`config.mk`:
```
export PLATFORM = sky130hd
export DESIGN_NAME = l2_cache_control
export DESIGN_NICKNAME = d
export VERILOG_FILES = /design/src/rtl/l2_cache_control.sv
export SDC_FILE = /design/constraint.sdc
export NUM_CORES = 1
export LEC_CHECK = 0
export ABC_CLOCK_PERIOD_IN_PS = 2400
export BUFFER_PORTS_ARGS = -buffer_cell sky130_fd_sc_hd__buf_2
export CORE_UTILIZATION = 43
export CTS_CLUSTER_SIZE = 14
export DETAILED_ROUTE_END_ITERATION = 6
export HOLD_SLACK_MARGIN = 0.06
export PLACE_DENSITY_LB_ADDON = 0.05
export SLEW_MARGIN = 20
export SYNTH_ARGS = -nofsm -noshare
export SYNTH_HDL_FRONTEND = slang
export SYNTH_SLANG_ARGS = --single-unit
export TNS_END_PERCENT = 30
```
`constraint.sdc`:
```
create_clock -name clk -period 2.4 [get_ports clk]
set_input_delay 0.12 -clock clk [delete_from_list [all_inputs] [get_ports clk]]
set_output_delay 0.12 -clock clk [all_outputs]
set_load 0.01 [all_outputs]
```
`src/rtl/l2_cache_control.sv`:
```
// l2_cache_control: hit/miss sequencing FSM for the 8-way L2 cache datapath
module l2_cache_control #(
  parameter int WAYS = 8
) (
  input  logic            clk,
  input  logic            rst_n,
  input  logic            mem_read,
  input  logic            mem_write,
  output logic            mem_resp,
  input  logic [WAYS-1:0] hit,
  input  logic [WAYS-1:0] dirty,
  input  logic [2:0]      lru_way,
  input  logic            pmem_resp,
  output logic            pmem_read,
  output logic            pmem_write,
  output logic [3:0]      pmem_addr_sel,
  output logic            data_in_sel,
  output logic            data_write_en_sel,
  output logic [WAYS-1:0] load_way,
  output logic            set_dirty,
  output logic            clr_dirty,
  output logic            load_lru,
  output logic [2:0]      lru_touch
);
  typedef enum logic [1:0] {IDLE, COMPARE, WRITEBACK, FILL} state_t;
  state_t state, next;
  logic [2:0] victim, hit_way;
  logic req, any_hit;
  assign req = mem_read | mem_write;
  assign any_hit = |hit;
  // Multi-hot hit resolves to the lowest index
  always_comb begin
    hit_way = '0;
    for (int i = WAYS - 1; i >= 0; i--) hit_way = hit[i] ? 3'(i) : hit_way;
  end
  always_ff @(posedge clk or negedge rst_n) begin
    if (!rst_n) begin
      state  <= IDLE;
      victim <= '0;
    end else begin
      state <= next;
      if (state == COMPARE && req && !any_hit) victim <= lru_way;
    end
  end
  always_comb begin
    next              = state;
    mem_resp          = 1'b0;
    pmem_read         = 1'b0;
    pmem_write        = 1'b0;
    pmem_addr_sel     = '0;
    data_in_sel       = 1'b0;
    data_write_en_sel = 1'b0;
    load_way          = '0;
    set_dirty         = 1'b0;
    clr_dirty         = 1'b0;
    load_lru          = 1'b0;
    lru_touch         = '0;
    case (state)
      IDLE: next = req ? COMPARE : IDLE;
      COMPARE: begin
        if (!req) next = IDLE;
        else if (any_hit) begin
          next        = IDLE;
          mem_resp    = 1'b1;
          load_lru    = 1'b1;
          lru_touch   = hit_way;
          load_way    = mem_write ? WAYS'(1) << hit_way : '0;
          data_in_sel = mem_write;
          set_dirty   = mem_write;
        end else next = dirty[lru_way] ? WRITEBACK : FILL;
      end
      WRITEBACK: begin
        pmem_write    = 1'b1;
        pmem_addr_sel = 4'(victim) + 4'd1;
        next          = pmem_resp ? FILL : WRITEBACK;
      end
      FILL: begin
        pmem_read         = 1'b1;
        load_way          = pmem_resp ? WAYS'(1) << victim : '0;
        data_write_en_sel = pmem_resp;
        clr_dirty         = pmem_resp;
        next              = pmem_resp ? COMPARE : FILL;
      end
      default: next = IDLE;
    endcase
  end
endmodule
```
# After elaboration in Yosys (flattened, before gate mapping)
# Index checks and enable logic that the tools add are counted.
[word_totals] inputBits=24 reg_bits=5
[classes] order_cmp=1 addsub=1 n_reduce_logical=5 shift=2 eq_ne=3 n_bitwise=1 muxes=35
[ops] cell="3-bit two-way mux" n=11
[ops] cell="8-bit two-way mux" n=4
[ops] cell="8-bit one-hot mux with 2 select lines" n=1
[ops] cell="1-bit by 3-bit left shift with 8-bit output, first input constant" n=2
[ops] cell="1-bit two-way mux" n=13
[ops] cell="2-bit one-hot mux with 4 select lines" n=1
[ops] cell="8-bit OR reduction" n=1
[ops] cell="2-bit two-way mux" n=3
[ops] cell="3-bit by 1-bit adder with 4-bit output, second input constant" n=1
[ops] cell="2-bit == test, second input constant" n=2
[ops] cell="3-bit by 4-bit less-than comparator with 1-bit output, second input constant" n=1
[ops] cell="4-bit two-way mux" n=1
[ops] cell="1-bit binary-select mux with 3-bit select" n=1
[ops] cell="2-bit by 1-bit == test with 1-bit output, second input constant" n=1
[ops] cell="1-bit logical AND" n=2
[ops] cell="2-bit logical NOT" n=1
[ops] cell="1-bit logical NOT" n=1
[ops] cell="1-bit OR" n=1

# Logic depth before layout (Yosys ltp)
# Gate-level depths: netlist of the first run.
[depth] word_depth=13 ltp_mapped=5 depth_no_buf=4

# Worst setup path after synthesis of the first run
# OpenSTA, ideal clock, no wires.
[synth_timing] path_kind="register -> output" start="register state[1]" end="output load_way[6]" t_arrival_ps=1593 path_slack_ps=687 required_time_ps=2280 n_path_buf=0 stages_incl_launch_ff=5 path_cell_list="dfrtp_1 nand3b_4 or3_4 or4_1 o21ai_1"
[synth_between] elab_chain_len=2
[synth_lines] element="start: declaration" line="26" text="state_t state, next;"
[synth_lines] element="start signal: assignment" line="41" text="state <= next;"
[synth_lines] element="2-bit == test / 2-bit by 1-bit == test with 1-bit output (equally long branches)" line="58" text="case (state)"
[synth_lines] element="8-bit one-hot mux with 2 select lines (*)" line="58"
[synth_lines] element="end: declaration" line="19" text="output logic [WAYS-1:0] load_way,"
# Mark *: on every way between the ends. The rest lies on a longest branch, timed or not.

# Worst setup path in the final report of the first run
# Ends and elaborated chain as after synthesis.

==> metrics, run 1 <==
register area share after synthesis=0.1876; routed via count=746; PostCTS Resize Cnt=0; Final Max Tran Viols=0; first-pass GRT wire length=2.277 mm; worst hold path type=in2reg; TritonCTS clock tree=yes; syn_nets=around 110; GRT overflow=0; Worst VDD drop=a little under 0.3 mV; commonest non-fill, non-tap cell in the layout=buf_2; GR peak layer=met2; share of cells above drive strength 1=0.4677; drt initial violations=19; minimum clock period after layout=2040 ps; slew at the pin closest to its max-slew limit=583.7 ps; Setup CP Type=reg2out; Post-Syn Area per Cell=approximately 8.7 um^2; top post-synthesis cells by area=dfrtp_1 19%, ha_1 11%, mux4_2 6.8%; largest net degree at the start of global routing=9; max-cap check violation count=0; Hold Buf Count CTS=1; Rows=13; CP max stage delay=460 ps; final cell count without fillers=139; latest clock arrival within the worst-skew pair=240 ps; vias per cell=5.367; P_leak=0.5292 nW; CTS root buf=clkbuf_4; Max Fclk=490.2 MHz; DR WL/cell=between 10 and 15 um; ANT cells=0; antenna violations before repair=0; clk sinks=5; top cell type's share of synthesized area=0.1876; Reg clk slew, reported paths=40 ps; GR Util met1=0.2150; dpl hpwl=1.434 mm; postcts setup bufs=0; synth unique cells=35; commonest non-fill, non-tap cells in the layout=46 x buf_2, 7 x inv_1, 7 x nor2_1, 6 x nand2_1, 6 x ha_1; post-synthesis sequential element count=5; Port Buffer Count=46; critical path cell sequence=nand3b_4 > or3_4 > or4_1 > o21ai_1 > buf_2; WP data required=2280 ps; CP max FO=7; Inserted Clock Buffers=3; TritonRoute pass-1 iters=4; Routed Antenna Nets=0; register area=125.1 um^2; DRC=0; Post-Syn Area=666.9 um^2; Warnings, synthesis=0; Worst EP arrival=1920 ps; M2 GR Usage=0.3711; Core ar.=1366 um^2; met3 usage in global routing=0.04255; clk_skew=3.382 ps; Fin Setup TNS=0 ps; post-synth top area cell=dfrtp_1; slowest CP cell=or4_1; final wirelength=1.643 mm; Area Overhead vs Synth=38.84%; vias in the first global route=slightly below 600; Final Wtd Congestion=0.8059; Total GRT Usage=0.2047; crit start category=flop; final worst-path cycle share=0.8501; Gate Count Post-Synth=77; htree depth=1; Worst setup EP type=output port; Die H=41.38 um; Initial Util=0.4881; Die Wd=41.38 um; status=finished clean; pwr dens=304.7 nW/um^2; final setup fails=0; unrepaired setup endpoints after global routing=no; Final Hold Fails=0; Multi-input gate area=between 400 and 500 um^2; CTS Buffer Depth=2; Inst Count DP=134; Slew HR=0.6068; Die ar.=between 1500 and 2000 um^2; Nets=between 150 and 200; # IOs=47; # fillers=122; hold slack=157.5 ps
layout make-up:
| class | count | share of cell area |
|---|---|---|
| clock buffer | 4 | 0.02838 |
| inverter | 7 | 0.02838 |
| multi-input combinational | 61 | 0.5284 |
| sequential | 5 | 0.1351 |
| tap | 15 | 0.02027 |
| timing repair buffer | 47 | 0.2595 |
report_power, final:
part	switching (W)	internal [W]
clock	0.0000308	0.0000626
combinational	0.0000488	0.0000445
sequential	0.00000660	0.0000889
total	0.0000861	0.000196
sequential cells by signal, summed over array words and instances, names as in the netlist:
register / flops
state: 2
victim: 3
kinds of logic (layout without fill, tap and decap cells):
group / count (synthesis) / in the layout / share of synthesized area
simple gates: 32 / 32 / 0.3058
compound gates: 17 / 17 / 0.1820
buf+inv: 11 / 58 / 0.07880
fa+ha+maj: 6 / 6 / 0.1126
mux: 6 / 6 / 0.1332
flops: 5 / 5 / 0.1876
metal layers:
metal  part of all wire  vias up
met5                  0        -
met4             0.0073        0
met3              0.063        2
met2               0.51       28
met1               0.42      335
li1                   -      381
final timing paths:
kind	end	from	cells past startpoint	slack [ps]
worst max-delay path	load_way[6]	state[1]	5	360
worst max register to register	victim[2]	state[0]	4	700
worst min register to register	victim[1]	victim[1]	1	570
min in group asynchronous	victim[0]	rst_n	2	220
max in group asynchronous	victim[2]	rst_n	2	2040
worst min-delay path	victim[0]	lru_way[0]	2	160
synth_stat cells:
cell type,n
dfrtp_1,5
nand2b_1,1
mux2i_1,1
and3_1,1
nor3_1,1
nand2_1,6
mux2_2,3
or4_4,1
o32ai_1,1
buf_4,3
ha_1,6
or3_4,1
o41ai_1,1
a21oi_1,2
clkbuf_1,1
nor4_1,2
a21o_1,1
a32o_1,2
nor2_1,7
o21ai_0,4
mux4_2,2
a22o_1,1
nand3b_4,1
nor2b_1,1
or4_1,2
and3b_1,1
nor3b_1,1
inv_1,7
nand3_1,2
nor3_4,1
o31ai_1,2
o21ai_1,1
a2111oi_0,1
and2_1,3
o311ai_0,1
worst max-delay path: cells and delay by family, from the launching register on:
kind / cells / cell delay, ps
AOI/OAI and AO/OA: 1 / 120
buffers and inverters: 1 / 130
DFF: 1 / 420
and+or+nand+nor: 3 / 1010
through the flow:
step / cell area [um^2] / power, W / util / worst slack (ps)
floorplan: 666.9 / 0.0001471 / - / 686.9
global placement: 889.6 / 0.0001871 / 0.6511 / 633.8
detailed placement: 889.6 / 0.0001894 / 0.6511 / 607.8
CTS: 925.9 / 0.0002886 / 0.6777 / 345.4
global route: 925.9 / 0.0003026 / 0.6777 / 194.8
finish: 925.9 / 0.0002821 / 0.6777 / 359.8
(Power assumes the default switching activity.)
==> inputs of run 2 (changes only) <==
- ABC_AREA: not set -> 1
- CORE_UTILIZATION: 43 -> 45
==> run 2 against run 1 <==
Final cell count is 34% higher. Count of clock-buffer cells in the layout unchanged. Maximum frequency rose by 30%. Critical endpoint is now load_way[1]. Sequential power grew 11%. Largest power group is now combinational cells. Register-to-register slack gained 630 ps. Synthesized cell count increased by 58%. Clock power increased by 0.5%. Sequential share of layout area fell by 1.1 points. Critical path depth grew 1. Largest cell class unchanged.
==> metrics, run 2 <==
critical path cell sequence=nor2_4 > nand2_4 > nor2_2 > nand4_1 > nand2_1 > buf_2 (was nand3b_4 > or3_4 > or4_1 > o21ai_1 > buf_2); ANT cells=0 (unchanged); Die ar.=1812 um^2 (was 1712 um^2); R2R Path End=victim[2] (unchanged); # IOs=47 (unchanged); WP buf/inv=1 (unchanged); share of cells above drive strength 1=0.3647 (was 0.4677); minimum clock period after layout=1565 ps (was 2040 ps); Routed Antenna Nets=0 (unchanged); most frequent cell after synthesis=nand2_1; slowest CP cell=dfrtp_1 (was or4_1); slew at the pin closest to its max-slew limit=235.8 ps (was 583.7 ps); final wirelength=1.775 mm (was 1.643 mm); TritonRoute pass-1 iters=4 (unchanged); clk sinks=5 (unchanged); HP Start=pmem_resp (was lru_way[0]); first-pass GRT wire length=3.125 mm (was 2.277 mm); Setup WS pre-CTS=1085 ps (was 607.8 ps); DRC=0 (unchanged); worst r2r src=state[1] (was state[0]); worst hold path type=in2reg (unchanged); family with the most delay on the worst path=simple AND/OR/NAND/NOR gates (unchanged); final setup fails=0 (unchanged); Post-Syn Area=740.7 um^2 (was 666.9 um^2); register area share after synthesis=0.1689 (was 0.1876); antenna violations before repair=0 (unchanged); commonest non-fill, non-tap cells in the layout=46 x buf_2, 37 x nand2_1, 21 x inv_1, 13 x nor2_1, 12 x nand3_1 (was 46 x buf_2, 7 x inv_1, 7 x nor2_1, 6 x nand2_1, 6 x ha_1); CTS root buf=clkbuf_4 (unchanged); vias in the first global route=784 (was 595); top flop regs=victim: 3 flops, state: 2 flops (unchanged); Worst setup EP type=output port (unchanged); top cell type's share of synthesized area=0.1875 (was 0.1876); Worst VDD drop=0.3765 mV (was 0.2950 mV); Nets=201 (was 155); dpl hpwl=1.545 mm (was 1.434 mm); R2R Setup Slk=1330 ps (was 700 ps); Hold Path Stages=2 (unchanged); Register-to-Register Path Depth=4 (unchanged); unrepaired setup endpoints after global routing=no (unchanged); PostCTS Resize Cnt=0 (unchanged); post-synth top area cell=nand2_1 (was dfrtp_1); CP max FO=4 (was 7); final cell count without fillers=186 (was 139); Inserted Clock Buffers=3 (unchanged); Fin Setup TNS=0 ps (unchanged); postcts setup bufs=0 (unchanged); Die H=42.57 um (was 41.38 um); clk_skew=2.315 ps (was 3.382 ps); Worst EP arrival=1450 ps (was 1920 ps); commonest non-fill, non-tap cell in the layout=buf_2 (unchanged); Total GRT Usage=0.2215 (was 0.2047); Core ar.=1524 um^2 (was 1366 um^2); Sw Ratio=0.4195 (was 0.3052); max reg flops=3 (unchanged); DR WL/cell=9.543 um (was 11.82 um); Final Wtd Congestion=0.8806 (was 0.8059); status=finished clean (unchanged); TritonCTS clock tree=yes (unchanged); number of synthesized flops with an enable pin=0 (unchanged); max-cap check violation count=0 (unchanged); crit start category=flop (unchanged); synth unique cells=24 (was 35); Reg clk slew, reported paths=40 ps (about the same); Post-Syn Area per Cell=6.071 um^2 (was 8.661 um^2); WP data required=2280 ps (about the same); syn_nets=152 (was 107); Clock power frac=0.230 (was 0.331); Die Wd=42.57 um (was 41.38 um); # fillers=145 (was 122); NetSw=0.0001714 W (was 0.00008610 W); Final Max Tran Viols=0 (unchanged); Max Fclk=638.8 MHz (was 490.2 MHz); synth cell count leaders=37 x nand2_1, 21 x inv_1, 13 x nor2_1 (was 7 x inv_1, 7 x nor2_1, 6 x ha_1, 6 x nand2_1, 5 x dfrtp_1); Rows=14 (was 13); largest net degree at the start of global routing=8 (was 9); crit path launch=state[1] (unchanged); Initial Util=0.4860 (was 0.4881); top post-synthesis cells by area=nand2_1 19%, dfrtp_1 17%, inv_1 11% (was dfrtp_1 19%, ha_1 11%, mux4_2 6.8%); post-route setup slack=834.5 ps (was 359.8 ps); Async SR Flop Fraction=1.000 (unchanged); Slew HR=0.8412 (was 0.6068); power consumption=0.0004085 W (was 0.0002821 W); Combinational Power Share=0.511 (was 0.331); htree depth=1 (unchanged); latest clock arrival within the worst-skew pair=240 ps (about the same); Warnings, synthesis=0 (unchanged); hold slack=148.8 ps (was 157.5 ps); WHS Endpoint=state[1] (was victim[0]); post-synthesis sequential element count=5 (unchanged); Port Buffer Count=46 (unchanged); Biggest register=victim (unchanged); final worst-path cycle share=0.6523 (was 0.8501); ys flop type=dfrtp_1 (unchanged); routed via count=880 (was 746); drt initial violations=9 (was 19); Setup CP Type=reg2out (unchanged); vias per cell=4.731 (was 5.367); Area Overhead vs Synth=35.64% (was 38.84%); Inst Count DP=181 (was 134); P_leak=0.6452 nW (was 0.5292 nW); internal power=0.0002371 W (was 0.0001960 W); Sequential Power Share=0.259 (was 0.338); CTS Buffer Depth=2 (unchanged); Final Hold Fails=0 (unchanged); pwr dens=406.6 nW/um^2 (was 304.7 nW/um^2); GRT overflow=0 (unchanged); Gate Count Post-Synth=122 (was 77); CP max stage delay=430 ps (was 460 ps)
==> run 2: area by class of cell <==
type                    count  area (um^2)  share of cell area
repair buffers             47        240.2              0.2391
multi-input cells          92        510.5              0.5081
flip-flops and latches      5        125.1              0.1245
clock buffers               4        26.28             0.02615
inverters                  22        82.58             0.08219
well taps                  16        20.02             0.01993
==> run 2: logic make-up (layout without fill, tap and decap cells) <==
family | Yosys count | after routing | share of synthesized area
buffers and inverters | 25 | 73 | 0.1419
AOI/OAI and AO/OA | 8 | 8 | 0.06420
DFF | 5 | 5 | 0.1689
adders and majority gates | 6 | 6 | 0.1013
and+or+nand+nor | 78 | 78 | 0.5236
==> run 2: stage by stage <==
step / area (um^2) / util
floorplan: 740.7 / -
finish: 1005 / 0.6593
global placement: 968.4 / 0.6355
global route: 1005 / 0.6593
detailed placement: 968.4 / 0.6355
CTS: 1005 / 0.6593
==> run 2: worst max-delay path by stage <==
stage                             end  slack [ps]  cells past startpoint
after floorplan              mem_resp        1170                      4
after global placement    load_way[1]        1130                      6
after detailed placement  load_way[1]        1090                      6
after CTS                 load_way[1]         830                      6
after global routing      load_way[1]         710                      7
final                     load_way[1]         830                      6
==> run 2: timing repair <==
action	in CTS	in global routing
hold buffers	1	0
hold endpoints to repair	5	0
setup endpoints to repair	0	0
==> run 2: power by group through the flow <==
stage | clock network (W) | registers (W) | logic (W)
global route | 0.000101 | 0.000107 | 0.000231
CTS | 0.0000970 | 0.000106 | 0.000209
global placement | 0 | 0.000107 | 0.000201
finish | 0.0000939 | 0.000106 | 0.000209
floorplan | 0 | 0.000105 | 0.000148
detailed placement | 0 | 0.000107 | 0.000206
==> run 2: routing by layer <==
layer	wire length, um	vias up	track usage	part of all wire
met5	0	-	0	0
li1	-	471	-	-
met3	79	0	0.02586	0.045
met2	948	28	0.4246	0.53
met4	0	0	0.07500	0
met1	747	381	0.2467	0.42
